<file path="config.mk">
export PLATFORM = sky130hd
export DESIGN_NAME = organ_song_sequencer_flat
export DESIGN_NICKNAME = d
export VERILOG_FILES = /design/src/rtl/organ_pkg.sv /design/src/rtl/organ_song_sequencer_if.sv /design/src/rtl/song_rom.sv /design/src/rtl/organ_song_sequencer.sv /design/src/flat_wrapper.sv
export SDC_FILE = /design/constraint.sdc
export NUM_CORES = 1
export LEC_CHECK = 0
export ABC_CLOCK_PERIOD_IN_PS = 3110
export CELL_PAD_IN_SITES_DETAIL_PLACEMENT = 1
export CELL_PAD_IN_SITES_GLOBAL_PLACEMENT = 2
export CORE_MARGIN = 2
export CORE_UTILIZATION = 37
export DETAILED_ROUTE_END_ITERATION = 8
export GPL_ROUTABILITY_DRIVEN = 0
export GPL_TIMING_DRIVEN = 0
export PLACE_DENSITY_LB_ADDON = 0.1
export SETUP_SLACK_MARGIN = 0.05
export SLEW_MARGIN = 5
export SYNTH_ARGS = -nofsm -noshare
export SYNTH_HDL_FRONTEND = slang
export SYNTH_SLANG_ARGS = --single-unit
export TNS_END_PERCENT = 5
</file>
<file path="constraint.sdc">
create_clock -name clk -period 3.11 [get_ports clk]
set_input_delay 0.311 -clock clk [delete_from_list [all_inputs] [get_ports clk]]
set_output_delay 0.311 -clock clk [all_outputs]
set_load 0.03 [all_outputs]
</file>
<file path="src/rtl/organ_pkg.sv">
// Shared encodings for the organ: song ROM entry layout, sequencer states
// and the one-hot key/octave decoders used by both the sequencer and play.
package organ_pkg;

    localparam logic [2:0] NOTE_REST = 3'd0;
    localparam logic [1:0] OCT_LOW   = 2'd0;
    localparam logic [1:0] OCT_MID   = 2'd1;
    localparam logic [1:0] OCT_HIGH  = 2'd2;
    localparam logic [2:0] DUR_END   = 3'd0;

    // Entry bits: [7:5] note, [4:3] octave, [2:0] duration in ticks
    typedef struct packed {
        logic [2:0] note;
        logic [1:0] oct;
        logic [2:0] dur;
    } songEntry_t;

    typedef enum logic [1:0] {
        IDLE,
        PLAY,
        GAP
    } seqState_e;

    function automatic logic [6:0] noteKey(input logic [2:0] note);
        if (note == NOTE_REST) return 7'b0;
        return 7'(7'b1000000 >> (note - 3'd1));
    endfunction

    // Octave code 3 is unused and plays as mid; a rest selects no octave
    function automatic logic [2:0] octSel(input logic [2:0] note, input logic [1:0] oct);
        if (note == NOTE_REST) return 3'b000;
        case (oct)
            OCT_LOW:  return 3'b001;
            OCT_HIGH: return 3'b100;
            default:  return 3'b010;
        endcase
    endfunction

endpackage

</file>
<file path="src/rtl/organ_song_sequencer_if.sv">
// Auto-play control and key/octave outputs between sequencer and play stage.
interface organ_song_sequencer_if;
    logic       auto_sw;
    logic [6:0] key;
    logic [2:0] oct;
    logic       busy;
    logic [4:0] song_pos;

    modport master (input auto_sw, output key, oct, busy, song_pos);
    modport slave  (output auto_sw, input key, oct, busy, song_pos);
endinterface

</file>
<file path="src/rtl/song_rom.sv">
// Built-in song: 32 x 8 combinational ROM; unused addresses read as end marker.
module song_rom
    import organ_pkg::*;
(
    input  logic [4:0] addr,
    output songEntry_t entry
);

    always_comb begin
        entry = '{note: NOTE_REST, oct: OCT_LOW, dur: DUR_END};
        case (addr)
            5'd0: entry = '{note: 3'd3,      oct: OCT_MID,  dur: 3'd2};
            5'd1: entry = '{note: NOTE_REST, oct: OCT_LOW,  dur: 3'd1};
            5'd2: entry = '{note: 3'd7,      oct: OCT_HIGH, dur: 3'd1};
            default: ;
        endcase
    end

endmodule

</file>
<file path="src/rtl/organ_song_sequencer.sv">
// Auto-play sequencer: steps through song_rom, pacing notes and gaps with a tempo tick.
module organ_song_sequencer
    import organ_pkg::*;
#(
    parameter int TICK_DIV  = 6_250_000,
    parameter int GAP_TICKS = 1,
    parameter int SONG_LEN  = 32
) (
    input logic                    clk,
    input logic                    rst_n,
    organ_song_sequencer_if.master bus
);

    localparam int              CW        = (TICK_DIV > 1) ? $clog2(TICK_DIV) : 1;
    localparam logic [CW-1:0]   TICK_LAST = CW'(TICK_DIV - 1);
    localparam logic [2:0]      GAP_LAST  = 3'((GAP_TICKS > 0) ? GAP_TICKS - 1 : 0);
    localparam bit              HAS_GAP   = (GAP_TICKS > 0);
    localparam logic [4:0]      LAST_POS  = 5'(SONG_LEN - 1);

    seqState_e   state;
    logic [CW-1:0] cycCnt;
    logic [2:0]  tickCnt;
    logic [2:0]  curDur;
    logic [6:0]  keyReg;
    logic [2:0]  octReg;
    logic        busyReg;
    logic [4:0]  posReg;

    logic [4:0]  incPos;
    songEntry_t  nextEntry;
    songEntry_t  firstEntry;
    songEntry_t  selEntry;
    logic [4:0]  selPos;
    logic [2:0]  selDur;
    logic        tick;
    logic        playDone;
    logic        gapDone;
    logic        doLoad;

    // Wrapping at the last slot never presents an out-of-range address
    assign incPos = (posReg == LAST_POS) ? 5'd0 : posReg + 5'd1;

    song_rom u_romNext  (.addr(incPos), .entry(nextEntry));
    song_rom u_romFirst (.addr(5'd0),   .entry(firstEntry));

    // Entry 0 being an end marker plays as a one-tick rest so the loop never stalls
    always_comb begin
        selEntry = nextEntry;
        selPos   = incPos;
        if (state == IDLE || nextEntry.dur == DUR_END) begin
            selEntry = firstEntry;
            selPos   = 5'd0;
        end
        selDur = selEntry.dur;
        if (selEntry.dur == DUR_END) begin
            selEntry.note = NOTE_REST;
            selDur        = 3'd1;
        end
    end

    assign tick     = (cycCnt == TICK_LAST);
    assign playDone = tick && (tickCnt == curDur - 3'd1);
    assign gapDone  = tick && (tickCnt == GAP_LAST);
    assign doLoad   = (state == IDLE)
                   || (state == PLAY && playDone && !HAS_GAP)
                   || (state == GAP && gapDone);

    always_ff @(posedge clk) begin
        if (!rst_n || !bus.auto_sw) begin
            state   <= IDLE;
            cycCnt  <= '0;
            tickCnt <= '0;
            curDur  <= '0;
            keyReg  <= '0;
            octReg  <= '0;
            busyReg <= 1'b0;
            posReg  <= '0;
        end else if (doLoad) begin
            state   <= PLAY;
            cycCnt  <= '0;
            tickCnt <= '0;
            curDur  <= selDur;
            keyReg  <= noteKey(selEntry.note);
            octReg  <= octSel(selEntry.note, selEntry.oct);
            busyReg <= 1'b1;
            posReg  <= selPos;
        end else if (state == PLAY && playDone) begin
            state   <= GAP;
            cycCnt  <= '0;
            tickCnt <= '0;
            keyReg  <= '0;
            octReg  <= '0;
        end else begin
            cycCnt <= tick ? '0 : CW'(cycCnt + 1'b1);
            if (tick) tickCnt <= tickCnt + 3'd1;
        end
    end

    assign bus.key      = keyReg;
    assign bus.oct      = octReg;
    assign bus.busy     = busyReg;
    assign bus.song_pos = posReg;

endmodule

</file>
<file path="src/flat_wrapper.sv">
// flat-port wrapper written by rule: the top's interface ports become plain ports
module organ_song_sequencer_flat import organ_pkg::*;
#(
    parameter int TICK_DIV  = 6_250_000,
    parameter int GAP_TICKS = 1,
    parameter int SONG_LEN  = 32
)
  (clk, rst_n, bus_auto_sw, bus_key, bus_oct, bus_busy, bus_song_pos);
  organ_song_sequencer_if bus_i ();
  input logic clk;
  input logic rst_n;
  input wire logic [$bits(bus_i.auto_sw)-1:0] bus_auto_sw;
  output wire logic [$bits(bus_i.key)-1:0] bus_key;
  output wire logic [$bits(bus_i.oct)-1:0] bus_oct;
  output wire logic [$bits(bus_i.busy)-1:0] bus_busy;
  output wire logic [$bits(bus_i.song_pos)-1:0] bus_song_pos;
  assign bus_i.auto_sw = bus_auto_sw;
  assign bus_key = bus_i.key;
  assign bus_oct = bus_i.oct;
  assign bus_busy = bus_i.busy;
  assign bus_song_pos = bus_i.song_pos;
  organ_song_sequencer #(.TICK_DIV(TICK_DIV), .GAP_TICKS(GAP_TICKS), .SONG_LEN(SONG_LEN)) u_core (.clk(clk), .rst_n(rst_n), .bus(bus_i));
endmodule
</file>
==> results.toml, run 1 <==
[synth]
synthTopCellsByArea = "dfxtp_1 (43%), xor2_1 (7.7%), nor2_1 (6.4%), ha_1 (4.5%), xnor2_1 (4.5%)"
yosys_register_bits = 42
synthCells = 211
synth_common_cells = "dfxtp_1 (42), nor2_1 (33), xor2_1 (17)"
yosys.area.top_type = "dfxtp_1"
yosys.cell_count.top_type = "dfxtp_1"
synth_area_um2 = 1941
synthArstFlopShare = 0
ys.flop_type = "dfxtp_1"
ys_types = 40
ys_seq_area_frac = 0.4333
synth-edff-count = 0
yosysWarnings = 0
avgSynthCellArea_um2 = 9.197
synth_top_area_share = 0.4333

[timing]
setup_viol = 0
rsz0062_at_grt = "false"
slew_headroom = 0.4053
hold_viol = 0
tightest_slew_ns = 0.8853
skew_ns = 0.004120
clock.fmax_mhz = 453.6
period_needed_ns = 2.204
slew_viol_final = 0
whs_ns = 0.4554
finalCritPeriodShare = 0.7088
tns_ns = 0

[floorplanning]
io_pins = 19
die_h_um = 76.42
die_x_um = 76.42
core-area_um2 = 5075
floorplan.initialDensity = 0.3824
num_rows = 26
die_area_um2 = 5840

[global_routing]
grt_max_degree = 13
grt_pass1_vias = 1547
overflow = 0
grtUsageTotal = 0.1498
grt_pass1_wl_um = 7100
antenna_found_initial = 0

[clock_tree]
max-clock-path-buffers = 2
cts.sinks = 42
cts_tree = "built"
cts-root-buf = "clkbuf_8"
postCtsResizedCells = 0
h-tree-depth = 2
cts_setup_buffers = 0
clk-insertion-delay-late_ns = 0.28
hold_buffers = 0
cts_made_buffers = 5
cts.clk_slew.worst_paths_ns = 0.08

[critical_path]
critical_path.startpoint = "u_core.cycCnt[0]"
start_kind = "register"
path_max_fanout = 9
regToRegStartpoint = "u_core.cycCnt[0]"
criticalPathCategory = "register to register"
critPathSlowestCell = "or4_4"
arrival_ns = 2.39
crit_chain = "ha_1 > nand3_1 > or4_4 > nor3_2 > nor3_1 > a21o_1"
crit_path_max_incr_delay_ns = 0.60
critPathCaptureType = "register"
cp.required_ns = 3.29

[min_path]
worstHoldStart = "u_core.bus.key[0]"
min-delay-path-class = "register to register"

[drt]
firstDrtPassIters = 4
drc = 0
vias_per_cell = 4.804
vias = 1470
drt_iter0_markers = 41
drt-total-wl_um = 3941
wl_per_cell_um = 12.88
ant_nets = 0

[power_and_ir_drop]
power.density_nw_per_um2 = 413.0
total_power_mw = 0.9379
irDropWorstVdd_mv = 0.2837
leakagePower_nw = 0.8770

[finish]
diodes = 0
syn2layout_area_growth_pct = 17.02
drive_gt1_frac = 0.1017
multi_input_area_um2 = 1027
ff_latch_area_um2 = 840.8
fill_cells = 625
fin_nets = 245

[flow_run]
drv_cap = 0

[run_status]
outcome = "finished clean"

[placement]
port_buffers = 14
hpwl_um = 3156
## final timing paths
kind                                           to  slack, ns  cells past startpoint
worst max-delay path            u_core.bus.oct[1]       0.91                      6
worst min-delay path            u_core.bus.key[0]       0.46                      1
worst max register to register  u_core.bus.oct[1]       0.91                      6
worst min register to register  u_core.bus.key[0]       0.46                      1
## power breakdown
part	switching, mW	internal, mW	total, mW	leakage (nW)
Sequential	0.00242	0.541	0.544	0.339
Clock	0.176	0.179	0.355	0.0482
Combinational	0.0226	0.0163	0.0389	0.489
## cell usage in the layout, fill, tap and decap left out, types with 3 or more instances in the layout
cell type / instances
a21o_1: 6
a21oi_1: 4
and2_1: 8
and3_1: 7
and4_1: 4
buf_4: 4
clkbuf_8: 6
clkdlybuf4s50_1: 14
conb_1: 4
dfxtp_1: 42
ha_1: 7
inv_1: 6
nand2_1: 10
nand3_1: 11
nand4_1: 6
nor2_1: 33
nor3_1: 5
or2_2: 3
xnor2_1: 10
xor2_1: 17
## cell type report
| type | instances | area share |
|---|---|---|
| repair buffers | 14 | 0.06171 |
| flip-flops and latches | 42 | 0.3702 |
| multi-input cells | 158 | 0.4523 |
| well taps | 70 | 0.03857 |
| clock buffers | 7 | 0.03802 |
| inverters | 6 | 0.009917 |
| plain buffers | 8 | 0.02700 |
| clock inverters | 1 | 0.002204 |
## sequential cells by signal (all words and copies together) (netlist names)
signal,flops
u_core.bus.oct,3
u_core.bus.song_pos,5
u_core.bus.key,3
u_core.bus.busy,1
u_core.tickCnt,3
u_core.cycCnt,23
u_core.state,2
u_core.curDur,2
## per-layer routing
metal  track usage  wire [µm]  vias up
met5             0          0        -
li1              -          -      756
met3       0.03910        106        2
met1        0.1664       1712      699
met2        0.2814       2098       13
met4       0.03818         23        0
## worst max-delay path: cells and delay by family, from the launching register on
kind	cells	cell delay, ns
AO/OA/AOI/OAI	1	0.22
adder cells (fa/ha/maj)	1	0.23
flip-flops	1	0.38
AND/OR/NAND/NOR	4	1.27
## metrics by stage
stage	cells	util	cell area [µm²]	setup slack, ns
after floorplan	214	-	1952	0.9632
after global placement	298	0.4295	2180	0.9232
after detailed placement	298	0.4295	2180	0.8866
after CTS	306	0.4475	2271	0.8482
after global routing	306	0.4475	2271	0.7013
final	306	0.4475	2271	0.9056
## cell families after synthesis
family / count (synthesis) / share of synthesized area
simple gates: 103 / 0.2927
flops: 42 / 0.4333
xor+xnor: 27 / 0.1219
compound gates: 16 / 0.05674
buf+inv: 14 / 0.04319
fa+ha+maj: 7 / 0.04513
other cells: 1 / 0.001932
mux: 1 / 0.005158
Note: power is estimated with default switching activity, not from simulation.
==> run 2, diff against run 1 <==
--- a/config.mk
+++ b/config.mk
@@ -5,11 +5,11 @@
 export SDC_FILE = /design/constraint.sdc
 export NUM_CORES = 1
 export LEC_CHECK = 0
-export ABC_CLOCK_PERIOD_IN_PS = 3110
+export ABC_CLOCK_PERIOD_IN_PS = 1800
 export CELL_PAD_IN_SITES_DETAIL_PLACEMENT = 1
 export CELL_PAD_IN_SITES_GLOBAL_PLACEMENT = 2
 export CORE_MARGIN = 2
-export CORE_UTILIZATION = 37
+export CORE_UTILIZATION = 31
 export DETAILED_ROUTE_END_ITERATION = 8
 export GPL_ROUTABILITY_DRIVEN = 0
 export GPL_TIMING_DRIVEN = 0
==> constraint.sdc (replaced) <==
create_clock -name clk -period 1.8 [get_ports clk]
set_input_delay 0.18 -clock clk [delete_from_list [all_inputs] [get_ports clk]]
set_output_delay 0.18 -clock clk [all_outputs]
set_load 0.03 [all_outputs]
==> results.toml, run 2 (synthesis results as in run 1) <==
[timing]
finalCritPeriodShare = 1.094
clock.fmax_mhz = 507.6
tightest_slew_ns = 0.5003
skew_ns = 0.007189
slew_viol_final = 0
rsz0062_at_grt = "true"
tns_ns = -4.079
setup_viol = 41
hold_viol = 0
fin_ws_ns = -0.1700
slew_headroom = 0.6655
period_needed_ns = 1.970

[power_and_ir_drop]
leakagePower_nw = 0.9884
irDropWorstVdd_mv = 0.3206
power.density_nw_per_um2 = 620.8
total_power_mw = 1.610

[global_routing]
met2_usage = 0.2441
grt_max_degree = 13
grt_pass1_vias = 1603
antenna_found_initial = 0
grt_pass1_wl_um = 7900
met3_usage = 0.03280
use_met1 = 0.1746
overflow = 0
busiest_layer = "met2"
grtUsageTotal = 0.1417

[finish]
final_cell_area_um2 = 2592
syn2layout_area_growth_pct = 33.59
layout_commonest_cell = "dfxtp_1"
diodes = 0
ff_latch_area_um2 = 858.3
fill_cells = 662
fin_cells = 324
multi_input_area_um2 = 1210
fin_nets = 258
layout_common_cells = "dfxtp_1 (32), nor2_1 (31), xor2_1 (17)"
largest_reg_flops = 23
drive_gt1_frac = 0.2610
largest-register = "u_core.cycCnt"

[drt]
vias = 1582
drt_iter0_markers = 41
vias_per_cell = 4.883
drc = 0
ant_nets = 0
firstDrtPassIters = 4
wl_per_cell_um = 14.64
drt-total-wl_um = 4743

[clock_tree]
clk-insertion-delay-late_ns = 0.29
hold_buffers = 0
cts-root-buf = "clkbuf_8"
cts_made_buffers = 5
max-clock-path-buffers = 2
cts_tree = "built"
h-tree-depth = 2
cts.sinks = 42
cts.clk_slew.worst_paths_ns = 0.08

[floorplanning]
io_pins = 19
core-area_um2 = 5991
floorplan.initialDensity = 0.3239
num_rows = 28
die_x_um = 83.12
die_area_um2 = 6909
die_h_um = 83.12

[placement]
place_area_um2 = 2278
port_buffers = 14
dp.cells = 303
hpwl_um = 3215

[flow_run]
drv_cap = 0

[run_status]
outcome = "finished with violations"
violations = "negative setup slack"

[critical_path]
critPathCaptureType = "register"
path_max_fanout = 4
cp.required_ns = 2.02
start_kind = "register"
arrival_ns = 2.19
criticalPathCategory = "register to register"
r2r_setup_slack_ns = -0.17

[min_path]
min-delay-path-class = "register to register"
## run 2: cell count changes in the layout (fill, tap and decap cells not counted), sizes merged
cell,before,now
nor3,6,7
buf,7,18
clkinv,1,2
## run 2: per-layer routing
metal	wire (µm)	part of all wire
met2	2582	0.54
met5	0	0
met1	2003	0.42
met4	46	0.0097
met3	111	0.023
## run 2: through the flow
stage                 util  setup WS (ns)  hold slack (ns)
floorplan                -       -0.06350           0.3426
global placement    0.3803        -0.1942           0.4325
detailed placement  0.3803        -0.2323           0.4499
CTS                 0.4087        -0.1716           0.4610
global route        0.4327        -0.2688           0.4827
finish              0.4327        -0.1700           0.4540
## run 2: report_power, final
| part | switching [mW] | internal, mW | total [mW] |
|---|---|---|---|
| clock | 0.325 | 0.267 | 0.593 |
| sequential | 0.00511 | 0.932 | 0.937 |
| combinational | 0.0439 | 0.0356 | 0.0796 |
| total | 0.374 | 1.24 | 1.61 |
## run 2: repair_timing
item | in CTS | in global routing
pin swaps | 14 | 11
hold endpoints to repair | 0 | 0
resized for setup | 13 | 15
endpoints found under the setup margin | 40 | 41
gates cloned | 2 | 1
setup buffers | 4 | 6
## run 2: path summary, 6_finish.rpt
check                            to  cells after the start               from
max reg2reg  u_core.bus.song_pos[0]                      5  u_core.cycCnt[21]
min                u_core.cycCnt[0]                      1   u_core.cycCnt[0]
min reg2reg        u_core.cycCnt[0]                      1   u_core.cycCnt[0]
max          u_core.bus.song_pos[0]                      5  u_core.cycCnt[21]
## run 2: final cells by class
class	count	share of cell area
plain buffers	8	0.02896
clock buffers	6	0.02799
clock inverters	2	0.003378
inverters	6	0.008687
multi-input cells	159	0.4667
flip-flops and latches	42	0.3311
well taps	75	0.03620
repair buffers	26	0.09701
## run 2: critical path, stage by stage (launching register included)
cell	delay, ns
dfxtp_2	0.33
or3b_4	0.41
nor4_4	0.35
nand3_2	0.16
or4b_4	0.54
a21oi_2	0.12
